File: src/rtl/sdram_pkg.sv
// Shared definitions for the SDRAM controller: command encodings,
// arbiter state encoding and the default refresh interval.
package sdram_pkg;

    // Refresh interval in sclk cycles: 64 ms / 8192 rows at 100 MHz.
    localparam int REF_CYCLES_DEF = 780;

    // Commands are {cs_n, ras_n, cas_n, we_n}.
    localparam logic [3:0] CMD_NOP  = 4'b0111;
    localparam logic [3:0] CMD_AREF = 4'b0001;
    localparam logic [3:0] CMD_PRE  = 4'b0010;
    localparam logic [3:0] CMD_ACT  = 4'b0011;
    localparam logic [3:0] CMD_WR   = 4'b0100;
    localparam logic [3:0] CMD_RD   = 4'b0101;
    localparam logic [3:0] CMD_MRS  = 4'b0000;

    typedef enum logic [2:0] {
        ST_INIT  = 3'd0,
        ST_ARBIT = 3'd1,
        ST_AREF  = 3'd2,
        ST_WRITE = 3'd3,
        ST_READ  = 3'd4
    } arb_state_e;

endpackage

File: src/rtl/sdram_ref_timer.sv
// Periodic refresh timer. Counts once init has completed and raises
// ref_pend on every wrap. A single pending flag is kept, so wraps that
// arrive while a refresh is already pending are merged.
module sdram_ref_timer
    import sdram_pkg::*;
#(
    parameter int REF_CYCLES = REF_CYCLES_DEF
) (
    input  logic sclk,
    input  logic s_rst,
    input  logic init_done,
    input  logic clr,
    output logic ref_pend
);

    localparam int CW = $clog2(REF_CYCLES);

    logic [CW-1:0] cnt_q, cnt_d;
    logic          pend_q, pend_d;
    logic          wrap;

    // Next count and pending flag; a clear on AREF entry beats a same-cycle wrap.
    always_comb begin
        wrap   = init_done && (cnt_q == CW'(REF_CYCLES - 1));
        cnt_d  = cnt_q;
        pend_d = pend_q;
        if (init_done) begin
            cnt_d = wrap ? '0 : cnt_q + 1'b1;
        end
        if (clr) begin
            pend_d = 1'b0;
        end else if (wrap) begin
            pend_d = 1'b1;
        end
    end

    // Counter and pending flag registers.
    always_ff @(posedge sclk) begin
        if (s_rst) begin
            cnt_q  <= '0;
            pend_q <= 1'b0;
        end else begin
            cnt_q  <= cnt_d;
            pend_q <= pend_d;
        end
    end

    assign ref_pend = pend_q;

endmodule

File: src/rtl/sdram_arbit.sv
// SDRAM command bus arbiter. Grants the single command/address bus to
// init, refresh, write and read in turn (refresh > write > read) and
// emits a one-cycle registered grant pulse on entry to each owner state.
module sdram_arbit
    import sdram_pkg::*;
#(
    parameter int REF_CYCLES = REF_CYCLES_DEF
) (
    input  logic        sclk,
    input  logic        s_rst,
    input  logic        init_done,
    input  logic [3:0]  init_cmd,
    input  logic [12:0] init_addr,
    output logic        aref_en,
    input  logic        aref_end,
    input  logic [3:0]  aref_cmd,
    input  logic [12:0] aref_addr,
    input  logic        wr_req,
    output logic        wr_en,
    input  logic        wr_end,
    input  logic [3:0]  wr_cmd,
    input  logic [12:0] wr_addr,
    input  logic [1:0]  wr_bank,
    input  logic        rd_req,
    output logic        rd_en,
    input  logic        rd_end,
    input  logic [3:0]  rd_cmd,
    input  logic [12:0] rd_addr,
    input  logic [1:0]  rd_bank,
    output logic        ref_pend,
    output logic [3:0]  sdram_cmd,
    output logic [12:0] sdram_addr,
    output logic [1:0]  sdram_bank
);

    arb_state_e state_q, state_d;
    logic       aref_en_q, wr_en_q, rd_en_q;
    logic       enter_aref;

    sdram_ref_timer #(.REF_CYCLES(REF_CYCLES)) u_ref_timer (
        .sclk      (sclk),
        .s_rst     (s_rst),
        .init_done (init_done),
        .clr       (enter_aref),
        .ref_pend  (ref_pend)
    );

    // Next-state logic; requests are only looked at while idle in ARBIT.
    always_comb begin
        state_d = state_q;
        case (state_q)
            ST_INIT:  if (init_done) state_d = ST_ARBIT;
            ST_ARBIT: begin
                if (ref_pend)     state_d = ST_AREF;
                else if (wr_req)  state_d = ST_WRITE;
                else if (rd_req)  state_d = ST_READ;
            end
            ST_AREF:  if (aref_end) state_d = ST_ARBIT;
            ST_WRITE: if (wr_end)   state_d = ST_ARBIT;
            ST_READ:  if (rd_end)   state_d = ST_ARBIT;
            default:  state_d = ST_INIT;
        endcase
    end

    assign enter_aref = (state_q != ST_AREF) && (state_d == ST_AREF);

    // State register and grant pulses, high on the first cycle in each owner state.
    always_ff @(posedge sclk) begin
        if (s_rst) begin
            state_q   <= ST_INIT;
            aref_en_q <= 1'b0;
            wr_en_q   <= 1'b0;
            rd_en_q   <= 1'b0;
        end else begin
            state_q   <= state_d;
            aref_en_q <= enter_aref;
            wr_en_q   <= (state_q != ST_WRITE) && (state_d == ST_WRITE);
            rd_en_q   <= (state_q != ST_READ)  && (state_d == ST_READ);
        end
    end

    assign aref_en = aref_en_q;
    assign wr_en   = wr_en_q;
    assign rd_en   = rd_en_q;

    // Bus mux driven straight from the state register; sources are already registered.
    always_comb begin
        sdram_cmd  = CMD_NOP;
        sdram_addr = '0;
        sdram_bank = '0;
        case (state_q)
            ST_INIT: begin
                sdram_cmd  = init_cmd;
                sdram_addr = init_addr;
            end
            ST_AREF: begin
                sdram_cmd  = aref_cmd;
                sdram_addr = aref_addr;
            end
            ST_WRITE: begin
                sdram_cmd  = wr_cmd;
                sdram_addr = wr_addr;
                sdram_bank = wr_bank;
            end
            ST_READ: begin
                sdram_cmd  = rd_cmd;
                sdram_addr = rd_addr;
                sdram_bank = rd_bank;
            end
            default: ;
        endcase
    end

endmodule

File: config.mk
export PLATFORM = sky130hd
export DESIGN_NAME = sdram_arbit
export DESIGN_NICKNAME = d
export VERILOG_FILES = /design/src/rtl/sdram_pkg.sv /design/src/rtl/sdram_ref_timer.sv /design/src/rtl/sdram_arbit.sv
export SDC_FILE = /design/constraint.sdc
export NUM_CORES = 1
export LEC_CHECK = 0
export CORE_ASPECT_RATIO = 0.6
export CORE_UTILIZATION = 37
export DETAILED_ROUTE_END_ITERATION = 8
export GPL_TIMING_DRIVEN = 0
export PLACE_DENSITY = 0.83
export SYNTH_ARGS = -nofsm -noshare
export SYNTH_HDL_FRONTEND = slang
export SYNTH_SLANG_ARGS = --single-unit
export TNS_END_PERCENT = 1
File: constraint.sdc
create_clock -name sclk -period 2.47 [get_ports sclk]
set_input_delay 0.247 -clock sclk [delete_from_list [all_inputs] [get_ports sclk]]
set_output_delay 0.247 -clock sclk [all_outputs]
set_load 0.005 [all_outputs]
# After elaboration in Yosys (flattened, before gate mapping)
# Index checks and enable logic that the tools add are counted.
[word_totals] latchBits=0 register_bits=17 mem_count=0 output_inout_bits=23 rom_bits=0 ramBits=0
[classes] n_mux=12 n_addsub=1 n_eq_ne=11 n_mul=0 n_shift=0 n_lt_le_gt_ge=0 bitwise_logic=0 n_reduce_logical=6 div=0
[op_table] op="13-bit case mux with 4 select lines" count=1
[op_table] op="3-bit two-way mux" count=7
[op_table] op="4-bit case mux with 4 select lines" count=1
[op_table] op="3-bit case mux with 5 select lines" count=1
[op_table] op="3-bit by 2-bit == test with 1-bit output, second input constant" count=4
[op_table] op="10-bit by 1-bit adder with 10-bit output, second input constant" count=1
[op_table] op="10-bit == test, second input constant" count=1
[op_table] op="10-bit two-way mux" count=1
[op_table] op="3-bit == test, second input constant" count=2
[op_table] op="3-bit by 2-bit != test with 1-bit output, second input constant" count=2
[op_table] op="1-bit logical AND" count=4
[op_table] op="2-bit case mux with 2 select lines" count=1
[op_table] op="3-bit by 1-bit == test with 1-bit output, second input constant" count=1
[op_table] op="3-bit zero test" count=1
[op_table] op="3-bit != test, second input constant" count=1
[op_table] op="2-bit OR reduction" count=1

# Logic depth before layout (Yosys ltp)
[depth] word_depth=7 ltp_mapped=6 depth_no_buf=5

# By module
# From an unflattened synthesis, not the netlist that was laid out.
[hier_totals] hier_cells=188 area_unflattened_um2=1512.7
[by_module_without_submodules] module="sdram_arbit" area_each_um2=988.4 cells_per_inst=131 n_inst=1
[by_module_without_submodules] module="sdram_ref_timer" area_each_um2=524.3 cells_per_inst=57 n_inst=1

# Worst setup path after synthesis
# Ideal clock, no wire load.
[synth_timing] path_type="reg-to-output" from="register state_q[0]" to="output port sdram_addr[10]" path_stages_with_launch=7 setup_slack_ns=1.176 t_arrival_ns=1.047 cell_sequence="dfxtp_1 nor2b_4 and2_1 buf_4 buf_6 nand2_1 o21ai_1"
[synth_via] elab_chain_len=2 elab_cells_between_ends=5
[synth_rtl] element="from (decl)" line_no="sdram_arbit.sv:36" text="arb_state_e state_q, state_d;"
[synth_rtl] element="from (signal assigned)" line_no="sdram_arbit.sv:75" text="state_q <= state_d;"
[synth_rtl] element="3-bit == test, or another cell as far along" line_no="sdram_arbit.sv:91" text="case (state_q)"
[synth_rtl] element="13-bit case mux with 4 select lines (*)" line_no="sdram_arbit.sv:91"
[synth_rtl] element="to (decl)" line_no="sdram_arbit.sv:32" text="output logic [12:0] sdram_addr,"
# Every way passes the cells marked *; elsewhere a longest branch is shown, timed or not.

# Worst setup path in the final report
[layout_timing] from="register state_q[0]" to="output port sdram_addr[7]"
# Same word-level chain as after synthesis.

==> metrics.yaml <==
status: "finished, final reports clean"
path_max_fanout: 10
yosysTopAreaCell: "dfxtp_1"
p_per_area_mw_per_mm2: 358
grt_overflow: 0
wirelength_mm: 4.98
antenna_found_initial: 0
hpwlAfterDp_mm: 4.12
yosysUniqueCellTypes: 37
clockBufferDepth: 2
cap_violations: 0
clock_sinks: 17
r2r_cells: 5
yosys_warnings: 0
fin_crit_ns: 2.27
synth-simple-area-share_pct: 28.4
synth_mux_area_share_pct: 14.4
worstSetupPathType: "register to output pin"
wire_per_inst_um: 15.1
synth_cells: 181
syn_nets: 262
fin_nets: 367
worst_ep_arrival_time_ns: 2.02
setup_viol: 0
io_pins: 103
final_common_cell: "clkdlybuf4s50_1"
crit_required_ns: 2.22
synthTopCellsByArea: "dfxtp_1 24%, mux2i_1 14%, nor2_1 7.3%"
met2_usage_pct: 41.9
avgSynthCellArea_um2: 7.70
stdcell_area_mm2: 0.00250
synth_top_area_share_pct: 24.4
drt_iter0_drc: 79
synth_compound_area_share_pct: 20.0
synth-xor-area-share_pct: 5.03
synthAdderAreaFrac_pct: 0.898
fin_tns_setup_ns: 0
die_x_um: 81.2
skew_ns: 0.00248
end_kind: "output pin"
row_count: 16
r2r_slack_ns: 1.00
clockRootBuffer: "clkbuf_8"
ys_seq_area_share_pct: 24.4
synth_top_family_by_area: "simple AND/OR/NAND/NOR gates"
fin_crit_sh_pct: 92.0
p_leak_nw: 0.905
ir_worst_vdd_v: 0.000478
slew_viol_final: 0
rsz0062_at_grt: "false"
finalHoldViolCount: 0
postCtsHoldBufs: 0
cts.repair.resized: 0
ant_nets: 0
placed_cell_area_mm2: 0.00245
grt_use_total_pct: 25.0
dr.pass1.iters: 4
grt_pass1_wl_mm: 7.68
clock_latency_ns: 0.25
cts_buffers: 3
whs_path_depth: 3
top_usage_layer: "met2"
final_cell_mix: "100 x clkdlybuf4s50_1, 27 x nor2_1, 20 x mux2i_1"
worst_pin_slew_ns: 0.467
hold_path_class: "primary input to register"
grtUsageMet1_pct: 32.0
start_util_pct: 40.7
htree_levels: 1
grt_pass1_vias: 1619
post_cts_buffers: 0
place.gp.congestion: 0.834
viasPerCell: 5.17
cts_tree: "built"
drive_gt1_share_pct: 8.07
io_buffers: 100
die_y_um: 49.5
path_clk_slew_ns: 0.06
ys_ff_latch: 17
globalRouteMet3Util_pct: 6.48
dieArea_mm2: 0.00402
n_antenna_cell: 0
power_uw: 893
core_area_mm2: 0.00342
area_delta_synth_final_pct: 79.1
drc: 0
vias: 1707
slew_headroom_pct: 68.8
netlist_area_mm2: 0.00139
max_clock_freq_mhz: 440
startpoint_type: "register"
grt_start_max_net_pins: 11
[synthesized netlist by cell type (all sizes together)]
master and number:
ha 1, a21oi 18, a31oi 1, o211a 1, a32o 2, nand4 5, and3 1, nand2b 4
a211oi 1, inv 2, xnor2 4, clkbuf 2, o21ai 17, xor2 4, and2 1, dfxtp 17
nand2 18, nand3b 1, mux2i 20, nor4 1, a21boi 1, nor3 6, o311ai 1, nor2 27
a22oi 3, nor2b 4, buf 11, nor3b 2, nor4b 2, nand3 3
[worst max-delay path: stages (launching register included)]
cell             delay (ns)
dfxtp_1                0.42
nor2b_4                0.24
and2_1                 0.14
buf_4                  0.15
buf_6                  0.14
nand2_1                0.06
o21ai_1                0.09
clkdlybuf4s50_1        0.53
[cell families (layout without fill, tap and decap cells)]
| family | count (synthesis) | in the layout |
|---|---|---|
| flip-flops | 17 | 17 |
| AND/OR/NAND/NOR | 75 | 75 |
| multiplexers | 20 | 20 |
| buffers and inverters | 15 | 119 |
| adder cells (fa/ha/maj) | 1 | 1 |
| AO/OA/AOI/OAI | 45 | 45 |
| XOR/XNOR | 8 | 8 |
[report_power, final]
group	leakage, nW	internal (mW)	switching, mW
Combinational	0.745	0.251	0.144
Sequential	0.138	0.282	0.00832
Clock	0.0228	0.114	0.0919
[final timing paths]
kind                              from              endpoint
hold reg to reg   u_ref_timer.cnt_q[1]  u_ref_timer.cnt_q[1]
hold / removal               init_done  u_ref_timer.cnt_q[1]
setup reg to reg  u_ref_timer.cnt_q[0]  u_ref_timer.cnt_q[2]
setup / recovery            state_q[0]         sdram_addr[7]
[final cells by class]
cell class,instances,area [um2]
Buffer,13,88.8
Multi-Input combinational cell,149,957
Tap cell,45,56.3
Fill cell,296,927
Clock buffer,4,45.0
Inverter,2,7.51
Timing Repair Buffer,100,1000
Sequential cell,17,340
[registers in the layout, indices dropped and copies added (netlist names)]
| signal | count |
|---|---|
| wr_en | 1 |
| u_ref_timer.cnt_q | 10 |
| u_ref_timer.ref_pend | 1 |
| aref_en | 1 |
| state_q | 3 |
| rd_en | 1 |
[metal layers]
layer / up-vias / routed length, um
li1: 847 / -
met1: 767 / 2180
met2: 83 / 2260
met3: 10 / 457
met4: 0 / 93
met5: - / 0
[stage by stage]
step	hold WS, ns	instances	util, %	setup WS [ns]
after global routing	0.349	330	72.9	0.0883
after CTS	0.333	330	72.9	0.205
final	0.334	330	72.9	0.199
after detailed placement	0.508	326	71.6	0.489
after global placement	0.494	326	71.6	0.500
after floorplan	0.459	181	-	1.18
Note: power is estimated with default switching activity, not from simulation.
